[src/rtl/adc_spi_reader_if.sv]
// Bus bundle between adc_spi_reader (master) and its ADC / sample consumer (slave).
interface adc_spi_reader_if #(
  parameter int unsigned DATA_W = 12
);
  logic              req;
  logic              adc_sdata;
  logic              adc_cs_n;
  logic              adc_sclk;
  logic [DATA_W-1:0] sample;
  logic              sample_valid;
  logic              busy;
  logic              overrun;
  logic              frame_err;

  modport master (
    input  req, adc_sdata,
    output adc_cs_n, adc_sclk, sample, sample_valid, busy, overrun, frame_err
  );

  modport slave (
    output req, adc_sdata,
    input  adc_cs_n, adc_sclk, sample, sample_valid, busy, overrun, frame_err
  );
endinterface

[src/rtl/adc_spi_reader.sv]
// Serial ADC capture: one SPI read frame per req rising edge, 12-bit sample + valid strobe.
// Optional ADC_SIGNED_EN: convert offset-binary sample to two's complement.
module adc_spi_reader #(
  parameter int unsigned CLK_DIV    = 4,
  parameter int unsigned FRAME_BITS = 16,
  parameter int unsigned DATA_W     = 12
) (
  input  logic             clk,
  input  logic             rst,
  adc_spi_reader_if.master bus
);
  localparam int unsigned BCW = $clog2(FRAME_BITS);
  localparam logic [7:0]     DIV_LOAD   = 8'(CLK_DIV - 1);
  localparam logic [7:0]     SETUP_LOAD = 8'(CLK_DIV);
  localparam logic [BCW-1:0] BIT_LAST   = BCW'(FRAME_BITS - 1);

  typedef enum logic [2:0] {IDLE, SETUP, SHIFT, HOLD, DONE} state_t;

  state_t                state;
  logic                  req_q;
  logic                  start;
  logic [7:0]            div_cnt;
  logic [BCW-1:0]        bit_cnt;
  logic [FRAME_BITS-1:0] shift;
  logic [DATA_W-1:0]     raw;
  logic [DATA_W-1:0]     conv;

  assign start = bus.req & ~req_q;
  assign raw   = shift[DATA_W-1:0];

`ifdef ADC_SIGNED_EN
  assign conv = raw ^ {1'b1, {(DATA_W-1){1'b0}}};
`else
  assign conv = raw;
`endif

  // SETUP loads CLK_DIV (one extra cycle) and HOLD spends one cycle with
  // cs_n already high, giving the 1 + CLK_DIV*(2*FRAME_BITS+2) + 1 latency.
  always_ff @(posedge clk or posedge rst) begin
    if (rst) begin
      state            <= IDLE;
      req_q            <= 1'b0;
      div_cnt          <= '0;
      bit_cnt          <= '0;
      shift            <= '0;
      bus.adc_cs_n     <= 1'b1;
      bus.adc_sclk     <= 1'b1;
      bus.sample       <= '0;
      bus.sample_valid <= 1'b0;
      bus.busy         <= 1'b0;
      bus.overrun      <= 1'b0;
      bus.frame_err    <= 1'b0;
    end else begin
      req_q            <= bus.req;
      bus.sample_valid <= 1'b0;
      bus.overrun      <= 1'b0;
      bus.frame_err    <= 1'b0;

      if (start && state != IDLE) bus.overrun <= 1'b1;

      case (state)
        IDLE: begin
          if (start) begin
            state        <= SETUP;
            bus.adc_cs_n <= 1'b0;
            bus.busy     <= 1'b1;
            div_cnt      <= SETUP_LOAD;
            shift        <= '0;
          end
        end
        SETUP: begin
          if (div_cnt == '0) begin
            state        <= SHIFT;
            bus.adc_sclk <= 1'b0;
            div_cnt      <= DIV_LOAD;
            bit_cnt      <= '0;
          end else begin
            div_cnt <= div_cnt - 8'd1;
          end
        end
        SHIFT: begin
          if (div_cnt != '0) begin
            div_cnt <= div_cnt - 8'd1;
          end else begin
            div_cnt <= DIV_LOAD;
            if (!bus.adc_sclk) begin
              bus.adc_sclk <= 1'b1;
              shift        <= {shift[FRAME_BITS-2:0], bus.adc_sdata};
            end else if (bit_cnt == BIT_LAST) begin
              state <= HOLD;
            end else begin
              bit_cnt      <= bit_cnt + 1'b1;
              bus.adc_sclk <= 1'b0;
            end
          end
        end
        HOLD: begin
          if (div_cnt != '0) begin
            div_cnt <= div_cnt - 8'd1;
          end else if (!bus.adc_cs_n) begin
            bus.adc_cs_n <= 1'b1;
          end else begin
            state            <= DONE;
            bus.sample       <= conv;
            bus.sample_valid <= 1'b1;
            bus.frame_err    <= |shift[FRAME_BITS-1:DATA_W];
          end
        end
        DONE: begin
          state    <= IDLE;
          bus.busy <= 1'b0;
        end
        default: state <= IDLE;
      endcase
    end
  end
endmodule

[src/flat_wrapper.sv]
// flat-port wrapper written by rule: the top's interface ports become plain ports
module adc_spi_reader_flat 
#(
  parameter int unsigned CLK_DIV    = 4,
  parameter int unsigned FRAME_BITS = 16,
  parameter int unsigned DATA_W     = 12
)
  (clk, rst, bus_req, bus_adc_sdata, bus_adc_cs_n, bus_adc_sclk, bus_sample, bus_sample_valid, bus_busy, bus_overrun, bus_frame_err);
  adc_spi_reader_if #(.DATA_W(DATA_W)) bus_i ();
  input  logic clk;
  input  logic rst;
  input wire logic [$bits(bus_i.req)-1:0] bus_req;
  input wire logic [$bits(bus_i.adc_sdata)-1:0] bus_adc_sdata;
  output wire logic [$bits(bus_i.adc_cs_n)-1:0] bus_adc_cs_n;
  output wire logic [$bits(bus_i.adc_sclk)-1:0] bus_adc_sclk;
  output wire logic [$bits(bus_i.sample)-1:0] bus_sample;
  output wire logic [$bits(bus_i.sample_valid)-1:0] bus_sample_valid;
  output wire logic [$bits(bus_i.busy)-1:0] bus_busy;
  output wire logic [$bits(bus_i.overrun)-1:0] bus_overrun;
  output wire logic [$bits(bus_i.frame_err)-1:0] bus_frame_err;
  assign bus_i.req = bus_req;
  assign bus_i.adc_sdata = bus_adc_sdata;
  assign bus_adc_cs_n = bus_i.adc_cs_n;
  assign bus_adc_sclk = bus_i.adc_sclk;
  assign bus_sample = bus_i.sample;
  assign bus_sample_valid = bus_i.sample_valid;
  assign bus_busy = bus_i.busy;
  assign bus_overrun = bus_i.overrun;
  assign bus_frame_err = bus_i.frame_err;
  adc_spi_reader #(.CLK_DIV(CLK_DIV), .FRAME_BITS(FRAME_BITS), .DATA_W(DATA_W)) u_core (.clk(clk), .rst(rst), .bus(bus_i));
endmodule
[config.mk]
export PLATFORM = sky130hd
export DESIGN_NAME = adc_spi_reader_flat
export DESIGN_NICKNAME = d
export VERILOG_FILES = /design/src/rtl/adc_spi_reader_if.sv /design/src/rtl/adc_spi_reader.sv /design/src/flat_wrapper.sv
export SDC_FILE = /design/constraint.sdc
export NUM_CORES = 1
export LEC_CHECK = 0
export CAP_MARGIN = 20
export CORE_UTILIZATION = 51
export CTS_CLUSTER_DIAMETER = 30
export CTS_CLUSTER_SIZE = 30
export DETAILED_ROUTE_END_ITERATION = 16
export GPL_ROUTABILITY_DRIVEN = 0
export PLACE_DENSITY = 0.75
export SYNTH_ARGS = -nofsm -noshare
export SYNTH_HDL_FRONTEND = slang
export SYNTH_SLANG_ARGS = --single-unit
[constraint.sdc]
create_clock -name clk -period 2.2 [get_ports clk]
set_input_delay 0.44 -clock clk [delete_from_list [all_inputs] [get_ports clk]]
set_output_delay 0.44 -clock clk [all_outputs]
set_load 0.005 [all_outputs]
Word-level counts from Yosys, hierarchy flattened --
Cells that the tools add are included.
Storage, ports and cells: memories 0, bits in registers 50, word-level logic and storage cells 90, memory bits (read-only) 0, output and inout port bits 18, input port bits 4, bits in latches 0, memory bits (writable) 0
Operators by class: divide/modulo/power cells 0, add/sub/neg operators 2, $mul 0, reduce and logical (&&, ||, !) cells 19, order comparisons 0, shift operators 0, mux-type cells 39, equal/unequal tests 15, bitwise logic cells 3
Operator list (number):
- two-way mux 16 bit | 3
- two-way mux 8 bit | 4
- one-hot mux 16 bit (2 select lines) | 1
- one-hot mux 8 bit (4 select lines) | 1
- two-way mux 3 bit | 7
- two-way mux 4 bit | 4
- two-way mux 1 bit | 14
- != test 2 x 1 -> 1 bit (second input constant) | 6
- one-hot mux 3 bit (4 select lines) | 1
- AND reduction 3 bit | 4
- zero test 8 bit | 1
- != test 2 bit (second input constant) | 4
- one-hot mux 4 bit (2 select lines) | 1
- nonzero test 2 bit | 4
- nonzero test 8 bit | 1
- subtractor 8 x 1 -> 8 bit (second input constant) | 1
- AND reduction 7 bit | 1
- equality test 3 x 2 -> 1 bit (second input constant) | 2
- one-hot mux 1 bit (2 select lines) | 3
- AND reduction 5 bit | 1
- adder 4 x 1 -> 4 bit (second input constant) | 1
- equality test 4 bit (second input constant) | 1
- AND reduction 4 bit | 1
- nonzero test 4 bit | 1
- other kinds (9) | 10

Longest topological paths before layout --
Gate-level depths: netlist (run 1).
depth after elaboration 5, depth in mapped cells 8, depth with buffers taken out 6

Least setup slack after synthesis (run 1) --
OpenSTA, ideal clock, no wires.
kind register to register, start point register u_core.div_cnt[0], end point register u_core.bus.sample[0], cell stages (with the launch flop) 9, library setup time 0.125 ns, slack -0.064 ns, data arrival time 2.139 ns, data required time 2.075 ns, path buffers 2, clock period less this slack 2.264 ns, path through dfrtp_1 inv_1 ha_1 or4b_1 buf_2 nor4_4 and3_4 buf_12 mux2_4
On the way: word-level cells in the longest chain between the ends 3
Ends and longest elaborated chain:
- start: declaration | RTL line adc_spi_reader.sv:22 | logic [7:0] div_cnt;
- start signal: assignment | RTL line adc_spi_reader.sv:78 | div_cnt <= div_cnt - 8'd1;
- start signal: assignment | RTL line adc_spi_reader.sv:83 | div_cnt <= div_cnt - 8'd1;
- start signal: assignment | RTL line adc_spi_reader.sv:99 | div_cnt <= div_cnt - 8'd1;
- nonzero test 8 bit | RTL line adc_spi_reader.sv:98 | if (div_cnt != '0) begin
- NOT 1 bit (no source line)
- AND reduction 3 bit (no source line)
- end signal: assignment | RTL line adc_spi_reader.sv:104 | bus.sample <= conv;
- end: declaration | RTL line adc_spi_reader_if.sv:17 | output adc_cs_n, adc_sclk, sample, sample_valid, busy, overrun, frame_err
No other way between the ends. A chain may end at the register's enable or synchronous reset.

Final worst setup path (run 1) --
start point register u_core.div_cnt[1], end point register u_core.bus.sample[11]
The elaborated chain is that of the path after synthesis.

==> results of run 1 <==
## what timing repair did
item                       in CTS  in global routing
cloned                          0                  1
gates resized for setup         0                  3
buffers inserted                0                  2
pin swaps                       1                  5
setup endpoints to repair       2                 28
## worst paths after layout
| kind | to | cells past startpoint |
|---|---|---|
| min in group clk | u_core.bus.frame_err | 1 |
| setup / recovery | u_core.bus.sample[11] | 6 |
| hold reg to reg | u_core.bus.frame_err | 1 |
| setup reg to reg | u_core.bus.sample[11] | 6 |
| hold / removal | u_core.div_cnt[2] | 2 |
| max in group asynchronous | u_core.shift[0] | 3 |
## synth_stat cells, types with 2 or more instances
master,n,area share [%]
nor2b_1,3,0.75
o2bb2ai_1,2,0.70
ha_1,2,1.0
nor4_4,2,1.7
nand2b_1,4,1.0
nand4_1,5,1.3
buf_2,3,0.60
or2_2,2,0.50
or3_1,2,0.50
mux2_4,10,6.0
a22o_1,3,1.1
nor4_1,2,0.50
nor2_1,11,1.7
a32o_1,18,7.2
o31a_1,2,0.70
nand3_1,10,2.0
a22oi_1,4,1.2
a31oi_1,3,0.75
clkbuf_1,7,1.1
nor3_1,3,0.60
nand2_1,8,1.2
mux2_1,2,0.90
a21oi_1,5,1.0
dfstp_2,2,2.1
inv_1,8,1.2
o31ai_1,4,1.2
and3_1,4,1.0
dfrtp_1,48,48
or4_1,2,0.60
a21o_1,2,0.60
o22ai_1,4,1.0
o21ai_0,4,0.80
## per-layer routing
metal / global-route usage (%) / part of all wire [%]
met1: 33.6 / 48
met2: 32.4 / 46
met3: 4.78 / 5.6
met4: 6.54 / 0.54
met5: 0 / 0
## flip-flops by register name, summed over array words and instances, names as in the netlist
register and cells:
u_core.bus.overrun 1, u_core.bus.sample 12, u_core.shift 16, u_core.bus.adc_sclk 1
u_core.div_cnt 8, u_core.bus.adc_cs_n 1, u_core.req_q 1, u_core.bus.busy 1
u_core.bus.sample_valid 1, u_core.bus.frame_err 1, u_core.state 3, u_core.bit_cnt 4
## final cells by class
type	instances	area, µm²
fill	370	1720
sequential	50	1250
multi-input combinational	142	1160
timing repair buffer	43	388
tap	67	83.8
clock buffer	5	68.8
inverter	8	30.0
clock inverter	3	21.3
## cell families after synthesis
kind of cell | count (synthesis)
AO/OA/AOI/OAI | 60
adder cells (fa/ha/maj) | 2
buffers and inverters | 20
flip-flops | 50
multiplexers | 12
AND/OR/NAND/NOR | 67
## report_power, final
group / switching, W / internal [W]
sequential: 0.000138 / 0.00105
clock: 0.000313 / 0.000224
combinational: 0.000658 / 0.000528
total: 0.00111 / 0.00180
## layout by cell type (no fill, tap or decap), types with 2 or more instances in the layout
| master | synthesis | final |
|---|---|---|
| nand3_1 | 10 | 10 |
| clkdlybuf4s50_1 | 0 | 21 |
| nand4_1 | 5 | 5 |
| or4_1 | 2 | 2 |
| and3_4 | 1 | 2 |
| a22oi_1 | 4 | 4 |
| dfrtp_1 | 48 | 48 |
| a21o_1 | 2 | 2 |
| o2bb2ai_1 | 2 | 2 |
| o21ai_0 | 4 | 4 |
| nor4_4 | 2 | 2 |
| o22ai_1 | 4 | 4 |
| a32o_1 | 18 | 18 |
| and3_1 | 4 | 4 |
| inv_1 | 8 | 7 |
| nor2_1 | 11 | 11 |
| nand2b_1 | 4 | 4 |
| o31a_1 | 2 | 2 |
| a21oi_1 | 5 | 5 |
| o31ai_1 | 4 | 4 |
| clkbuf_8 | 0 | 5 |
| a31oi_1 | 3 | 3 |
| nor3_1 | 3 | 3 |
| dfstp_2 | 2 | 2 |
| or2_2 | 2 | 2 |
| buf_4 | 0 | 21 |
| or3_1 | 2 | 2 |
| nor2b_1 | 3 | 3 |
| nor4_1 | 2 | 2 |
| mux2_4 | 10 | 12 |
| nand2_1 | 8 | 8 |
| a22o_1 | 3 | 3 |
## worst max-delay path, stage by stage, from the launching register on
cell	delay (ns)
dfrtp_1	0.40
inv_1	0.06
ha_2	0.17
or4b_4	0.53
nor4_4	0.24
and3_4	0.33
mux2_4	0.31
## metrics by stage
| stage | instance area (µm²) | utilization [%] | setup TNS [ns] | hold WS (ns) | setup WS [ns] |
|---|---|---|---|---|---|
| floorplan | 2500 | - | 0 | 0.466 | 0.0520 |
| global placement | 2880 | 61.0 | 0 | 0.484 | 0.0738 |
| detailed placement | 2880 | 61.0 | 0 | 0.482 | 0.0132 |
| CTS | 2970 | 62.9 | 0 | 0.424 | 0.00394 |
| global route | 3000 | 63.6 | -0.102 | 0.447 | -0.0192 |
| finish | 3000 | 63.6 | 0 | 0.417 | 0.0455 |
==> impl_metrics.csv, run 1 <==
group,metric,value,unit
outcome,status,"finished clean",
sta,hold_violations,0,
detailed_routing,ant_nets,0,
setup_path,arrival,2.34,ns
detailed_routing,via_per_inst,6.03,
setup_path,end_kind,"flip-flop",
clock_tree,cts_tree,"yes",
synthesis,ys_seq_elements,50,
sta,timing.final.crit_share,97.9,%
synthesis,synth_flop_cell,"dfrtp_1",
grt,grt_pass1_vias,1768,
placed_design,io_buffers,21,
setup_path,cp-startpoint,"u_core.div_cnt[1]",
setup_path,cp_max_fo,6,
clock_tree,cts-buffers-inserted,5,
placed_design,dp_hpwl,3620,µm
sta,slew_violations,0,
clock_tree,clock_latency,0.30,ns
synthesis,synth_compound_area_share,19.6,%
grt,antenna_found_initial,0,
grt,grt_pass1_wl,8800,µm
clock_tree,root_buffer,"clkbuf_8",
clock_tree,clkSinkCount,50,
die,die_w,71.9,µm
clock_tree,htree_levels,2,
cells_and_area,diodes,0,
power,irDropWorstVdd,0.471,mV
placed_design,place_inst,307,
synthesis,synth-xor-area-share,0,%
sta,rsz0062_at_grt,"true",
clock_tree,cts.path.max_buffers,2,
sta,skew,0.00930,ns
grt,track_usage,22.3,%
clock_tree,clkTransAtPathRegs,0.10,ns
sta,setup_viol,0,
die,dieArea,5160,µm²
synthesis,synth.area.mux_share,6.94,%
die,io_pins,22,
detailed_routing,dr_total_vias,1917,
setup_path,path_class,"reg -> reg",
synthesis,yosysWarnings,0,
synthesis,netlist-cell-type-count,52,
sta,worstMarginPinSlew,0.586,ns
synthesis,synth_top_family_by_area,"compound AO/OA/AOI/OAI gates",
synthesis,synth_edf_count,0,
detailed_routing,wl_per_cell,16.8,µm
power,leakagePower,1.35,nW
detailed_routing,drc,0,
synthesis,ys_seq_area_share,50.4,%
sta,period_minus_slack,2.15,ns
setup_path,reg2reg_slack,0.05,ns
sta,clock.fmax,464,MHz
grt,grt_max_degree,21,
synthesis,synth-adder-area-share,1.01,%
grt,gr-total-overflow,0,
synthesis,synthSimpleGateAreaFrac,18.0,%
detailed_routing,drt_iter0_drc,152,
die,initial_core_util,52.7,%
clock_tree,holdBufCountCts,0,
die,core_area,4720,µm²
detailed_routing,drtPass1Iterations,4,
power,p_total,0.00291,W
synthesis,syn_inst,211,
cells_and_area,area_delta_synth_final,20.7,%
cells_and_area,layout-drive-gt1-share,23.1,%
synthesis,async_reset_ff_share,100,%
sta,slew-limit-headroom,60.4,%
setup_path,critPathLaunchType,"flip-flop",
cells_and_area,fin_cells,318,
synthesis,synth_fp_nets,217,
synthesis,syn_area,2490,µm²
power,p_per_area,970,nW/µm²
setup_path,crit_required,2.39,ns
flow_run,maxCapViolCount,0,
cells_and_area,num-nets-final,256,
detailed_routing,routed_wl,5350,µm
setup_path,r2r-start,"u_core.div_cnt[1]",
die,num_rows,25,
die,die_y,71.9,µm
synthesis,avgSynthCellArea,11.8,µm²
min_path,hold_class,"in -> async",
Power figures use the tool's default switching activity.
==> inputs of run 2 (changes only) <==
--- a/config.mk
+++ b/config.mk
@@ -5,6 +5,7 @@
 export SDC_FILE = /design/constraint.sdc
 export NUM_CORES = 1
 export LEC_CHECK = 0
+export ABC_AREA = 1
 export CAP_MARGIN = 20
 export CORE_UTILIZATION = 51
 export CTS_CLUSTER_DIAMETER = 30
==> impl_metrics.csv, run 2 <==
group,metric,value,unit
outcome,status,"finished clean",
grt,gr-total-overflow,0,
synthesis,synth_edf_count,0,
setup_path,critPathLaunchType,"flip-flop",
cells_and_area,area_delta_synth_final,14.6,%
synthesis,yosysWarnings,0,
synthesis,ys_seq_area_share,52.0,%
clock_tree,htree_levels,2,
placed_design,dp_hpwl,3050,µm
setup_path,r2r_end,"u_core.shift[14]",
placed_design,place_inst,349,
clock_tree,cts.path.max_buffers,2,
die,io_pins,22,
synthesis,synth_fp_nets,287,
min_path,hold_class,"in -> async",
cells_and_area,diodes,0,
setup_path,reg2reg_slack,0.25,ns
detailed_routing,dr_total_vias,1812,
synthesis,syn_inst,281,
clock_tree,clock_latency,0.30,ns
sta,hold_violations,0,
power,leakagePower,1.35,nW
cells_and_area,fin_cells,357,
die,initial_core_util,54.3,%
synthesis,yosys.area.top_type,"dfrtp_1",
sta,slew-limit-headroom,72.2,%
synthesis,syn_area,2410,µm²
die,die_w,70.8,µm
synthesis,synth_top_area_share,49.8,%
setup_path,slowest_delay,0.43,ns
clock_tree,cts-buffers-inserted,5,
sta,finalSetupTns,0,ns
setup_path,reg2reg_depth,9,
synthesis,ys_top_cells_by_count,"110 x nand2_1, 48 x dfrtp_1, 19 x inv_1, 16 x nor2_1, 16 x o21ai_2",
synthesis,async_reset_ff_share,100,%
synthesis,netlist-cell-type-count,31,
clock_tree,cts_setup_buffers,0,
detailed_routing,routed_wl,4240,µm
sta,slew_violations,0,
sta,timing.final.crit_share,88.5,%
setup_path,crit_required,2.39,ns
die,dieArea,5010,µm²
clock_tree,clkSinkCount,50,
sta,period_minus_slack,1.95,ns
setup_path,end_kind,"flip-flop",
power,power.share.combinational,41.1,%
setup_path,cp_cell_sequence,"inv_1 > ha_1 > nand2_1 > nor2_8 > nor2_4 > nor2_4 > nand2_4 > nand2_1 > o21ai_2",
power,p_total,0.00313,W
cells_and_area,regMostFlops,"u_core.shift",
synthesis,synth_area_leaders,"dfrtp_1 50%, nand2_1 17%, o21ai_2 5.8%, inv_1 3.0%, nor2_1 2.5%",
sta,setup_viol,0,
cells_and_area,top_regs,"u_core.shift: 16 flops, u_core.bus.sample: 12 flops, u_core.div_cnt: 8 flops",
synthesis,yosys.cell_count.top_type,"nand2_1",
setup_path,crit_slowest_cell,"dfrtp_1",
detailed_routing,drtPass1Iterations,7,
die,num_rows,24,
sta,skew,0.00737,ns
power,intPower,0.00180,W
sta,finalWorstSetupSlack,0.254,ns
cells_and_area,final_cell_mix,"110 x nand2_1, 48 x dfrtp_1, 21 x clkdlybuf4s50_1",
grt,grt_max_degree,33,
placed_design,io_buffers,21,
cells_and_area,num-nets-final,310,
sta,worstMarginPinSlew,0.416,ns
detailed_routing,ant_nets,0,
setup_path,cp_max_fo,32,
cells_and_area,layout-drive-gt1-share,16.1,%
detailed_routing,via_per_inst,5.08,
synthesis,synth_flop_cell,"dfrtp_1",
power,irDropWorstVdd,0.942,mV
setup_path,path_class,"reg -> reg",
clock_tree,post_cts_resized,0,
cells_and_area,fill_cells,376,
grt,grt_pass1_vias,1713,
detailed_routing,wl_per_cell,11.9,µm
cells_and_area,largest_register_ffs,16,
synthesis,ys_seq_elements,50,
detailed_routing,drt_iter0_drc,88,
clock_tree,root_buffer,"clkbuf_8",
synthesis,avgSynthCellArea,8.58,µm²
clock_tree,clkTransAtPathRegs,0.09,ns
clock_tree,holdBufCountCts,0,
placed_design,dp_slack,0.240,ns
power,p_per_area,1130,nW/µm²
grt,track_usage,19.5,%
grt,grt_pass1_wl,7660,µm
power,power_frac_clock,20.4,%
power,pwr-share-seq,38.4,%
power,swShare,42.6,%
sta,rsz0062_at_grt,"false",
detailed_routing,drc,0,
sta,clock.fmax,514,MHz
setup_path,r2r-start,"u_core.div_cnt[0]",
die,core_area,4440,µm²
power,p_switching,0.00133,W
clock_tree,cts_tree,"yes",
cells_and_area,mostFrequentLayoutCell,"nand2_1",
flow_run,maxCapViolCount,0,
setup_path,arrival,2.14,ns
die,die_y,70.8,µm
grt,antenna_found_initial,0,
## run 2: cell count changes after synthesis, moves of 5 or more
cell	before	now
a32o_1	18	0
clkbuf_1	7	0
inv_1	8	19
mux2_4	10	0
nand2_1	8	110
nor2_1	11	16
nor2_2	0	5
o21ai_1	0	6
o21ai_2	0	16
## run 2: worst max-delay path by stage
stage	start	to	depth (start not counted)
2_1_floorplan	rst	u_core.bit_cnt[0]	1
3_3_place_gp	bus_req	u_core.shift[1]	8
3_5_place_dp	bus_req	u_core.shift[13]	8
4_1_cts	u_core.div_cnt[0]	u_core.shift[14]	9
5_1_grt	u_core.div_cnt[0]	u_core.shift[14]	9
6_report	u_core.div_cnt[0]	u_core.shift[14]	9
## run 2: power by group through the flow
stage	Clock, W	Combinational [W]	Sequential [W]
after floorplan	0	0.00114	0.00118
after global placement	0	0.00124	0.00121
after detailed placement	0	0.00128	0.00122
after CTS	0.000653	0.00128	0.00120
after global routing	0.000681	0.00147	0.00122
final	0.000638	0.00129	0.00120
## run 2: critical path, delay by kind of cell, from the launching register on
family / cells / cell delay [ns]
buf+inv: 1 / 0.09
flops: 1 / 0.43
simple gates: 6 / 1.00
fa+ha+maj: 1 / 0.24
compound gates: 1 / 0.06
## run 2: area by class of cell
cell class	instances	area, µm²	area share [%]
flip-flops and latches	50	1250	45.4
multi-input cells	201	1010	36.6
repair buffers	23	238	8.60
inverters	23	86.3	3.12
clock buffers	6	72.6	2.63
well taps	52	65.1	2.35
clock inverters	2	37.5	1.36
## run 2: cell families (layout without fill, tap and decap cells)
| family | after synthesis | count (layout) | synth area share, % |
|---|---|---|---|
| AOI/OAI and AO/OA | 35 | 35 | 10.1 |
| xor gates and xnor gates | 2 | 2 | 0.726 |
| adders and majority gates | 2 | 2 | 1.04 |
| buffers and inverters | 30 | 54 | 6.12 |
| DFF | 50 | 50 | 52.0 |
| muxes | 1 | 1 | 0.415 |
| and+or+nand+nor | 161 | 161 | 29.7 |
## run 2: through the flow
stage	util, %	hold slack, ns	area [µm²]
global route	62.2	0.491	2760
finish	62.2	0.449	2760
CTS	62.2	0.459	2760
global placement	59.7	0.462	2650
floorplan	-	0.456	2410
detailed placement	59.7	0.465	2650
## run 2: routing by layer
layer / track usage (%) / vias up / share of wire (%)
li1: - / 936 / -
met1: 26.0 / 841 / 49
met2: 31.6 / 29 / 46
met3: 4.27 / 6 / 2.9
met4: 6.67 / 0 / 1.5
met5: 0 / - / 0
